## src/rtl/mau_pkg.sv

```systemverilog
// Shared definitions for the memory access unit: op and state encodings, dram defaults.
// Used by mem_access_unit (MAU_ALIGN_CHECK_EN enables the alignment/range check).
package mau_pkg;

    typedef enum logic [2:0] {
        OP_LW  = 3'b000,
        OP_LB  = 3'b001,
        OP_LBU = 3'b010,
        OP_LH  = 3'b011,
        OP_LHU = 3'b100,
        OP_SW  = 3'b101,
        OP_SB  = 3'b110,
        OP_SH  = 3'b111
    } mau_op_e;

    typedef enum logic [1:0] {
        ST_IDLE  = 2'd0,
        ST_READ  = 2'd1,
        ST_WRITE = 2'd2,
        ST_DONE  = 2'd3
    } mau_state_e;

    localparam logic [31:0] DM_BASE_DEFAULT  = 32'h1001_0000;
    localparam int          DM_WORDS_DEFAULT = 2048;

    function automatic logic is_load(input mau_op_e op);
        return !(op inside {OP_SW, OP_SB, OP_SH});
    endfunction

    function automatic logic is_misaligned(input mau_op_e op, input logic [1:0] lo);
        case (op)
            OP_LW, OP_SW:         return lo != 2'b00;
            OP_LH, OP_LHU, OP_SH: return lo[0];
            default:              return 1'b0;
        endcase
    endfunction

endpackage

```

## src/rtl/lane_unit.sv

```systemverilog
// Combinational lane logic: little-endian byte/halfword extraction with extension,
// and byte/halfword merge into a read word for sub-word stores.
module lane_unit
    import mau_pkg::*;
(
    input  logic [31:0] word_i,
    input  logic [1:0]  lane_i,
    input  mau_op_e     op_i,
    input  logic [31:0] sdata_i,
    output logic [31:0] load_o,
    output logic [31:0] store_o
);

    logic [7:0]  byte_sel;
    logic [15:0] half_sel;

    always_comb begin
        // NOTE: every output gets a default before the case so no latch is inferred.
        byte_sel = word_i[{lane_i, 3'b000} +: 8];
        half_sel = lane_i[1] ? word_i[31:16] : word_i[15:0];
        load_o   = word_i;
        store_o  = word_i;

        case (op_i)
            OP_LB:   load_o = {{24{byte_sel[7]}}, byte_sel};
            OP_LBU:  load_o = {24'h0, byte_sel};
            OP_LH:   load_o = {{16{half_sel[15]}}, half_sel};
            OP_LHU:  load_o = {16'h0, half_sel};
            default: load_o = word_i;
        endcase

        case (op_i)
            OP_SW: store_o = sdata_i;
            OP_SB: store_o[{lane_i, 3'b000} +: 8] = sdata_i[7:0];
            OP_SH: begin
                if (lane_i[1]) store_o[31:16] = sdata_i[15:0];
                else           store_o[15:0]  = sdata_i[15:0];
            end
            default: store_o = word_i;
        endcase
    end

endmodule

```

## src/rtl/mem_access_unit.sv

```systemverilog
// Load/store front end to dram: one request at a time, sub-word stores via read-modify-write.
// Define MAU_ALIGN_CHECK_EN to add the alignment/range check and the addr_err port.
module mem_access_unit
    import mau_pkg::*;
#(
    parameter int          DM_WORDS = DM_WORDS_DEFAULT,
    parameter logic [31:0] DM_BASE  = DM_BASE_DEFAULT
) (
    input  logic        clk,
    input  logic        rst,
    input  logic        req,
    input  logic [2:0]  op,
    input  logic [31:0] addr,
    input  logic [31:0] wdata,
    output logic        busy,
    output logic        done,
    output logic [31:0] rdata,
`ifdef MAU_ALIGN_CHECK_EN
    output logic        addr_err,
`endif
    output logic        dm_ena,
    output logic        dm_wena,
    output logic [31:0] dm_addr,
    output logic [31:0] dm_wdata,
    input  logic [31:0] dm_rdata
);

    mau_state_e  state_q, state_d;
    mau_op_e     op_q, op_d;
    logic [31:0] addr_q, addr_d;
    logic [31:0] wdata_q, wdata_d;
    logic [31:0] rdata_q, rdata_d;
    logic [31:0] load_val, store_val;

    lane_unit u_lane (
        .word_i  (dm_rdata),
        .lane_i  (addr_q[1:0]),
        .op_i    (op_q),
        .sdata_i (wdata_q),
        .load_o  (load_val),
        .store_o (store_val)
    );

`ifdef MAU_ALIGN_CHECK_EN
    localparam logic [32:0] DM_LIMIT = {1'b0, DM_BASE} + 33'(DM_WORDS) * 33'd4;

    logic err_q, err_d;
    logic req_bad;

    always_comb begin
        req_bad = is_misaligned(mau_op_e'(op), addr[1:0])
               || ({1'b0, addr} <  {1'b0, DM_BASE})
               || ({1'b0, addr} >= DM_LIMIT);
    end
`else
    // Without the check the dram geometry has no effect on the logic.
    logic cfg_unused;
    assign cfg_unused = ^{DM_BASE, 32'(DM_WORDS)};
`endif

    always_comb begin
        state_d = state_q;
        op_d    = op_q;
        addr_d  = addr_q;
        wdata_d = wdata_q;
        rdata_d = rdata_q;
`ifdef MAU_ALIGN_CHECK_EN
        err_d   = err_q;
`endif

        case (state_q)
            ST_IDLE: begin
                if (req) begin
                    op_d    = mau_op_e'(op);
                    addr_d  = addr;
                    wdata_d = wdata;
`ifdef MAU_ALIGN_CHECK_EN
                    err_d   = req_bad;
                    if (req_bad)                      state_d = ST_DONE;
                    else if (mau_op_e'(op) == OP_SW)  state_d = ST_WRITE;
                    else                              state_d = ST_READ;
`else
                    state_d = (mau_op_e'(op) == OP_SW) ? ST_WRITE : ST_READ;
`endif
                end
            end
            ST_READ: begin
                if (is_load(op_q)) begin
                    rdata_d = load_val;
                    state_d = ST_DONE;
                end else begin
                    // The merged word replaces the store data and is written next cycle.
                    wdata_d = store_val;
                    state_d = ST_WRITE;
                end
            end
            ST_WRITE: state_d = ST_DONE;
            ST_DONE:  state_d = ST_IDLE;
            default:  state_d = ST_IDLE;
        endcase
    end

    always_ff @(posedge clk or negedge rst) begin
        if (!rst) begin
            state_q <= ST_IDLE;
            op_q    <= OP_LW;
            addr_q  <= '0;
            wdata_q <= '0;
            rdata_q <= '0;
`ifdef MAU_ALIGN_CHECK_EN
            err_q   <= 1'b0;
`endif
        end else begin
            // NOTE: sequential state uses non-blocking assignments only.
            state_q <= state_d;
            op_q    <= op_d;
            addr_q  <= addr_d;
            wdata_q <= wdata_d;
            rdata_q <= rdata_d;
`ifdef MAU_ALIGN_CHECK_EN
            err_q   <= err_d;
`endif
        end
    end

    // Outputs decode the state register only, so reset drops dm_wena at once.
    always_comb begin
        busy     = (state_q != ST_IDLE);
        done     = (state_q == ST_DONE);
        dm_ena   = (state_q == ST_READ);
        dm_wena  = (state_q == ST_WRITE);
        dm_addr  = (dm_ena || dm_wena) ? {addr_q[31:2], 2'b00} : 32'h0;
        dm_wdata = dm_wena ? wdata_q : 32'h0;
        rdata    = rdata_q;
`ifdef MAU_ALIGN_CHECK_EN
        addr_err = done && err_q;
`endif
    end

endmodule
```

## config.mk

```make
export PLATFORM = sky130hd
export DESIGN_NAME = mem_access_unit
export DESIGN_NICKNAME = d
export VERILOG_FILES = /design/src/rtl/mau_pkg.sv /design/src/rtl/lane_unit.sv /design/src/rtl/mem_access_unit.sv
export SDC_FILE = /design/constraint.sdc
export NUM_CORES = 1
export LEC_CHECK = 0
export ABC_AREA = 1
export CAP_MARGIN = 5
export CORE_UTILIZATION = 45
export DETAILED_ROUTE_END_ITERATION = 8
export GPL_ROUTABILITY_DRIVEN = 1
export PLACE_DENSITY_LB_ADDON = 0.12
export SETUP_SLACK_MARGIN = 0.2
export SLEW_MARGIN = 20
export SYNTH_ARGS = -nofsm -noshare
export SYNTH_HDL_FRONTEND = slang
export SYNTH_HIERARCHICAL = 1
export SYNTH_SLANG_ARGS = --single-unit
```

## constraint.sdc

```tcl
create_clock -name clk -period 5.4 [get_ports clk]
set_input_delay 0.54 -clock clk [delete_from_list [all_inputs] [get_ports clk]]
set_output_delay 0.54 -clock clk [all_outputs]
set_load 0.01 [all_outputs]
```

# Word level (Yosys, flattened, before mapping)
# Cells that the tools add are included.
# Widths: inputs -> output; s select.
# word_totals
regBits,101
inputBits,102
output_inout_bits,100
elab_cells,50
# op_classes
n_addsub,1
n_eq_ne,15
n_shift,3
n_mux,15
bitwise_logic,1
reduce_logical,9
# op_table
op,count
$mux 32,4
$pmux 32 s4,1
$pmux 32 s3,1
$pmux 32 s2,1
$mux 16,3
$bwmux 32,1
$shift 8x7->32 const A,1
$shiftx 32x6->8,1
$shiftx 8x7->32,1
$eq 3x3->1 const B,5
$pmux 2 s4,1
$neg 5->7,1
$eq 3x2->1 const B,2
$reduce_and 5->1,1
$eq 2x2->1 const B,2
$mux 2,2
$ne 2x2->1 const B,2
$reduce_and 2->1,2
$reduce_and 4->1,1
$reduce_bool 2->1,2
$eq 3x1->1 const B,1
$ne 3x3->1 const B,1
$reduce_bool 3->1,1
$eq 2x1->1 const B,1
5 further kinds,5

# Logic depth before layout (Yosys ltp)
# logic_depth
word_depth,6
depth_mapped,12
depth_no_buf,11

# By module
# The synthesis kept the hierarchy.
# modules_own_cells
module,instances,cells_each,area_per_inst_um2,seq_area_each_um2
mem_access_unit,1,617,5487.8,2527.4
lane_unit,1,489,2431.1,0.0

# Worst setup path after synthesis
# OpenSTA, ideal clock, no wires.
# synth_path
path_type,register -> register
start,register addr_q[1]
end,register wdata_q[30]
t_arrival_ps,1890
required_time_ps,5285
setup_slack_ps,3394
stages_incl_launch_ff,13
n_path_buf,1
period_less_slack_ps,2006
path_cell_list,dfrtp_1 > inv_1 > clkbuf_1 > ha_1 > clkinv_1 > nand2_1 > o21ai_0 > nand3_1 > nand3_1 > nand2_1 > o21ai_0 > nand3_1 > nand2_2
# synth_between
elab_chain_len,6
# synth_rtl
item,line_no,source
"start, declared",mem_access_unit.sv:30,"logic [31:0] addr_q, addr_d;"
"start signal, assigned",mem_access_unit.sv:117,addr_q <= addr_d;
$neg 5->7,lane_unit.sv:34,"OP_SB: store_o[{lane_i, 3'b000} +: 8] = sdata_i[7:0];"
$shiftx 8x7->32 / $shift 8x7->32 (equally long branches),lane_unit.sv:34,
$bwmux 32,lane_unit.sv:34,
$pmux 32 s3 *,lane_unit.sv:32,case (op_i)
net store_val[30],mem_access_unit.sv:33,"logic [31:0] load_val, store_val;"
$mux 32 *,mem_access_unit.sv:88,if (is_load(op_q)) begin
$pmux 32 s2 *,mem_access_unit.sv:71,case (state_q)
"end signal, assigned",mem_access_unit.sv:118,wdata_q <= wdata_d;
"end, declared",mem_access_unit.sv:31,"logic [31:0] wdata_q, wdata_d;"
# The timed path passes the listed nets; every way through them passes the cells marked *. The select of a mux whose other input is x is not followed.
# A chain may end at the register's enable or synchronous reset.

# Worst setup path after layout
# layout_path
start,register addr_q[1]
end,register wdata_q[13]
# layout_between
elab_chain_len,6
# layout_rtl
item,line_no
$neg 5->7 *,lane_unit.sv:34
$shiftx 8x7->32 / $shift 8x7->32 (equally long branches),lane_unit.sv:34
$bwmux 32 *,lane_unit.sv:34
$pmux 32 s3 *,lane_unit.sv:32
net store_val[13],mem_access_unit.sv:33
$mux 32 *,mem_access_unit.sv:88
$pmux 32 s2 *,mem_access_unit.sv:71
# Marked as above.

==> run_results.csv <==
group,metric,value,unit
run_status,run_status,"complete, no violations",
clock_tree,postCtsHoldBufs,0,
sta,hold_viol_final,0,
clock_tree,h-tree-depth,3,
placement,detailed_place_hpwl,17400,um
placement,place_ws,2.16,ns
routing,drt_iter0_markers,709,
power,ir_drop,0.000353,V
setup_path,cpLargestDelayFamily,"simple AND/OR/NAND/NOR gates",
logic_synthesis,synth_cells,1106,
clock_tree,cts_buffers,9,
floorplan,ios,202,
sta,layout_min_cycle_time,3.37,ns
routing,wl_cell,16.5,um
clock_tree,ctsResizeCount,0,
flow_run,maxCapViolCount,0,
sta,finalCritPeriodShare,0.624,
cells_and_area,antennaDiodeCount,0,
cells_and_area,multi_input_area,4340,um^2
placement,globalplace.congestion,0.918,
routing,route.detailed.drc,0,
setup_path,timing.critical_path.from_type,"flop",
logic_synthesis,synth.yosys.seq_area_share,0.319,
logic_synthesis,synth.avg_cell_area,7.16,um^2
sta,setup_viol_count_final,0,
floorplan,fp.dieH,135,um
setup_path,flop_to_flop_setup_slack,2.03,ns
floorplan,start_util,0.459,
min_path,hold_path.class,"in -> async",
sta,slew_headroom,0.251,
setup_path,timing_worst_setup_path_type,"reg -> reg",
setup_path,rr_worst_depth,10,
logic_synthesis,netlist_area_pre_place,7920,um^2
sta,grt_setup_unrepaired,"false",
cells_and_area,design.final.nets,1368,
floorplan,die_area,18100,um^2
clock_tree,clkTransAtPathRegs,0.08,ns
routing,post_detailed_route_count_of_antenna_violating_nets,0,
clock_tree,clock-root-buffer,"clkbuf_16",
cells_and_area,share_of_post_route_cells_with_drive_strength_above_1,0.137,
setup_path,timing.critical_path.cells,"inv_1 > ha_1 > nand3_1 > nor2_2 > nand3_1 > nand3_1 > nand2_1 > o21ai_0 > nand3_2 > nand2_2",
power,p_per_area,633,nW/um^2
logic_synthesis,synthDistinctLibCells,38,
clock_tree,clock_tree.buffer_depth,2,
cells_and_area,layout.core_utilization,0.580,
routing,first_pass_iteration_count_of_the_detailed_router,5,
setup_path,critical_path_peak_fanout,34,
sta,max_freq,0.297,GHz
logic_synthesis,synth.top_cells.by_area,"dfrtp_1 32%, nand2_1 16%, nand3_1 10%",
cells_and_area,fill_cells,1694,
placement,post_dp_cell_area,9690,um^2
setup_path,cp.buffers_inverters,1,
cells_and_area,regArea,2530,um^2
routing,wirelength,24600,um
routing,routed_via_density,5.23,
logic_synthesis,synth_edf_count,0,
floorplan,core,17200,um^2
sta,tightest_slew,1.12,ns
setup_path,critPathMaxStageDelay,0.86,ns
routing,vias,7767,
floorplan,die_width,135,um
clock_tree,cts_tree,"yes",
sta,slew_violations,0,
logic_synthesis,synth.yosys.warnings,6,
setup_path,cp_common_cell,"nand3_1",
setup_path,critical_path_depth,10,
floorplan,rows,48,
global_route,overflow,0,
clock_tree,cts_setup_buffers,0,
sta,skew,0.0140,ns
setup_path,slowest_stage_cell_crit_path,"dfrtp_1",
setup_path,cp.arrival,3.66,ns
global_route,pin_count_of_the_biggest_net_entering_global_routing,97,
clock_tree,clock-sinks,101,
setup_path,timing.critical_path.to_type,"flop",
logic_synthesis,yosys.area.top_type,"dfrtp_1",
setup_path,worst-endpoint-required,5.69,ns
global_route,grt_first_pass_wirelength,38800,um
clock_tree,worst_skew_pair.late_latency,0.36,ns
placement,io_buffer_count,199,
logic_synthesis,async_reset_ff_frac,1.00,
cells_and_area,syn_to_layout_area_delta,26.1,%
global_route,vias_in_the_first_global_route,7108,
logic_synthesis,area_share_of_the_leading_cell_type_in_the_synthesized_netlist,0.319,
global_route,grtUsageTotal,0.275,
logic_synthesis,dominantRegCellSynth,"dfrtp_1",
logic_synthesis,ffs_latches_synth,101,
sta,worst_slack,2.03,ns
global_route,antenna_found_initial,0,
cells_and_area,fin_area,9990,um^2
power,design_power_total,6.32,mW
sta,setup-tns-final,0,ns
power,leakage,5.18,nW
-- worst register-to-register path, stage by stage (launching register included) --
cell and delay, ns:
dfrtp_1 0.86, inv_1 0.69, ha_1 0.70, nand3_1 0.14, nor2_2 0.30, nand3_1 0.13
nand3_1 0.11, nand2_1 0.05, o21ai_0 0.13, nand3_2 0.10, nand2_2 0.10
-- layout by cell type, fill, tap and decap left out, drive strengths merged --
| cell type | Yosys | routed |
|---|---|---|
| nor3 | 3 | 3 |
| nor2 | 58 | 58 |
| buf | 54 | 6 |
| clkinv | 1 | 1 |
| mux2 | 34 | 34 |
| conb | 1 | 2 |
| o211ai | 1 | 1 |
| ha | 10 | 10 |
| bufinv | 0 | 1 |
| clkdlybuf4s50 | 0 | 198 |
| nand3 | 187 | 187 |
| inv | 135 | 139 |
| or2 | 8 | 8 |
| clkbuf | 12 | 10 |
| dfrtp | 101 | 101 |
| nand4 | 13 | 13 |
| o21ai | 72 | 72 |
| a21oi | 1 | 1 |
| o21a | 8 | 8 |
| nand2 | 407 | 407 |
-- metal layers --
layer / GRT usage / wire length [um]
met1: 0.394 / 11000
met2: 0.416 / 10800
met3: 0.0529 / 2120
met4: 0.0911 / 609
met5: 0 / 0
-- stage by stage --
step,instances,hold slack (ns)
final,1485,0.305
after global routing,1485,0.400
after CTS,1485,0.353
after detailed placement,1470,0.458
after global placement,1470,0.453
after floorplan,1107,0.244
-- cell families (layout without fill, tap and decap cells) --
family | count (synthesis) | after routing | share of synthesized area
multiplexers | 34 | 34 | 0.0616
AO/OA/AOI/OAI | 82 | 82 | 0.0561
buffers and inverters | 202 | 355 | 0.134
adder cells (fa/ha/maj) | 10 | 10 | 0.0158
other | 1 | 2 | 0.000474
AND/OR/NAND/NOR | 676 | 676 | 0.413
flip-flops | 101 | 101 | 0.319
-- cell type report --
class	count	share of cell area
multi-input cells	804	0.434
clock buffers	10	0.0229
flip-flops and latches	101	0.253
clock inverters	5	0.00676
well taps	225	0.0282
inverters	136	0.0519
repair buffers	204	0.203
-- path summary, 6_finish.rpt --
path                                       start                 endpoint
max                        addr_q[1]$_DFFE_PN0P_  wdata_q[13]$_DFFE_PN0P_
min                                          rst     rdata[4]$_DFFE_PN0P_
max reg2reg                addr_q[1]$_DFFE_PN0P_  wdata_q[13]$_DFFE_PN0P_
min reg2reg                 rdata[7]$_DFFE_PN0P_     rdata[7]$_DFFE_PN0P_
max in group asynchronous                    rst   state_q[1]$_DFFE_PN0P_
min in group clk            rdata[7]$_DFFE_PN0P_     rdata[7]$_DFFE_PN0P_
-- Yosys cell counts, types with 8 or more instances --
cell type  instances
buf_6             24
o21ai_1           12
inv_1            127
o21ai_0           59
or2_2              8
mux2_4            28
buf_4              8
nand3_2           22
o21a_1             8
dfrtp_1          101
nor2_1            49
nand3_1          163
buf_2             19
nand2_2           64
clkbuf_1          11
ha_1              10
nand2_1          336
nand4_1           12
-- flip-flops by register name, indices dropped and copies added, names as in the netlist --
| name | cells |
|---|---|
| addr_q | 32 |
| op_q | 3 |
| rdata | 32 |
| state_q | 2 |
| wdata_q | 32 |
-- power by group --
part / internal, mW / leakage, nW / switching (mW)
clock: 0.366 / 0.146 / 0.320
sequential: 1.12 / 1.25 / 0.425
combinational: 1.70 / 3.78 / 2.39
No activity file was read; power rests on OpenSTA's default activity.
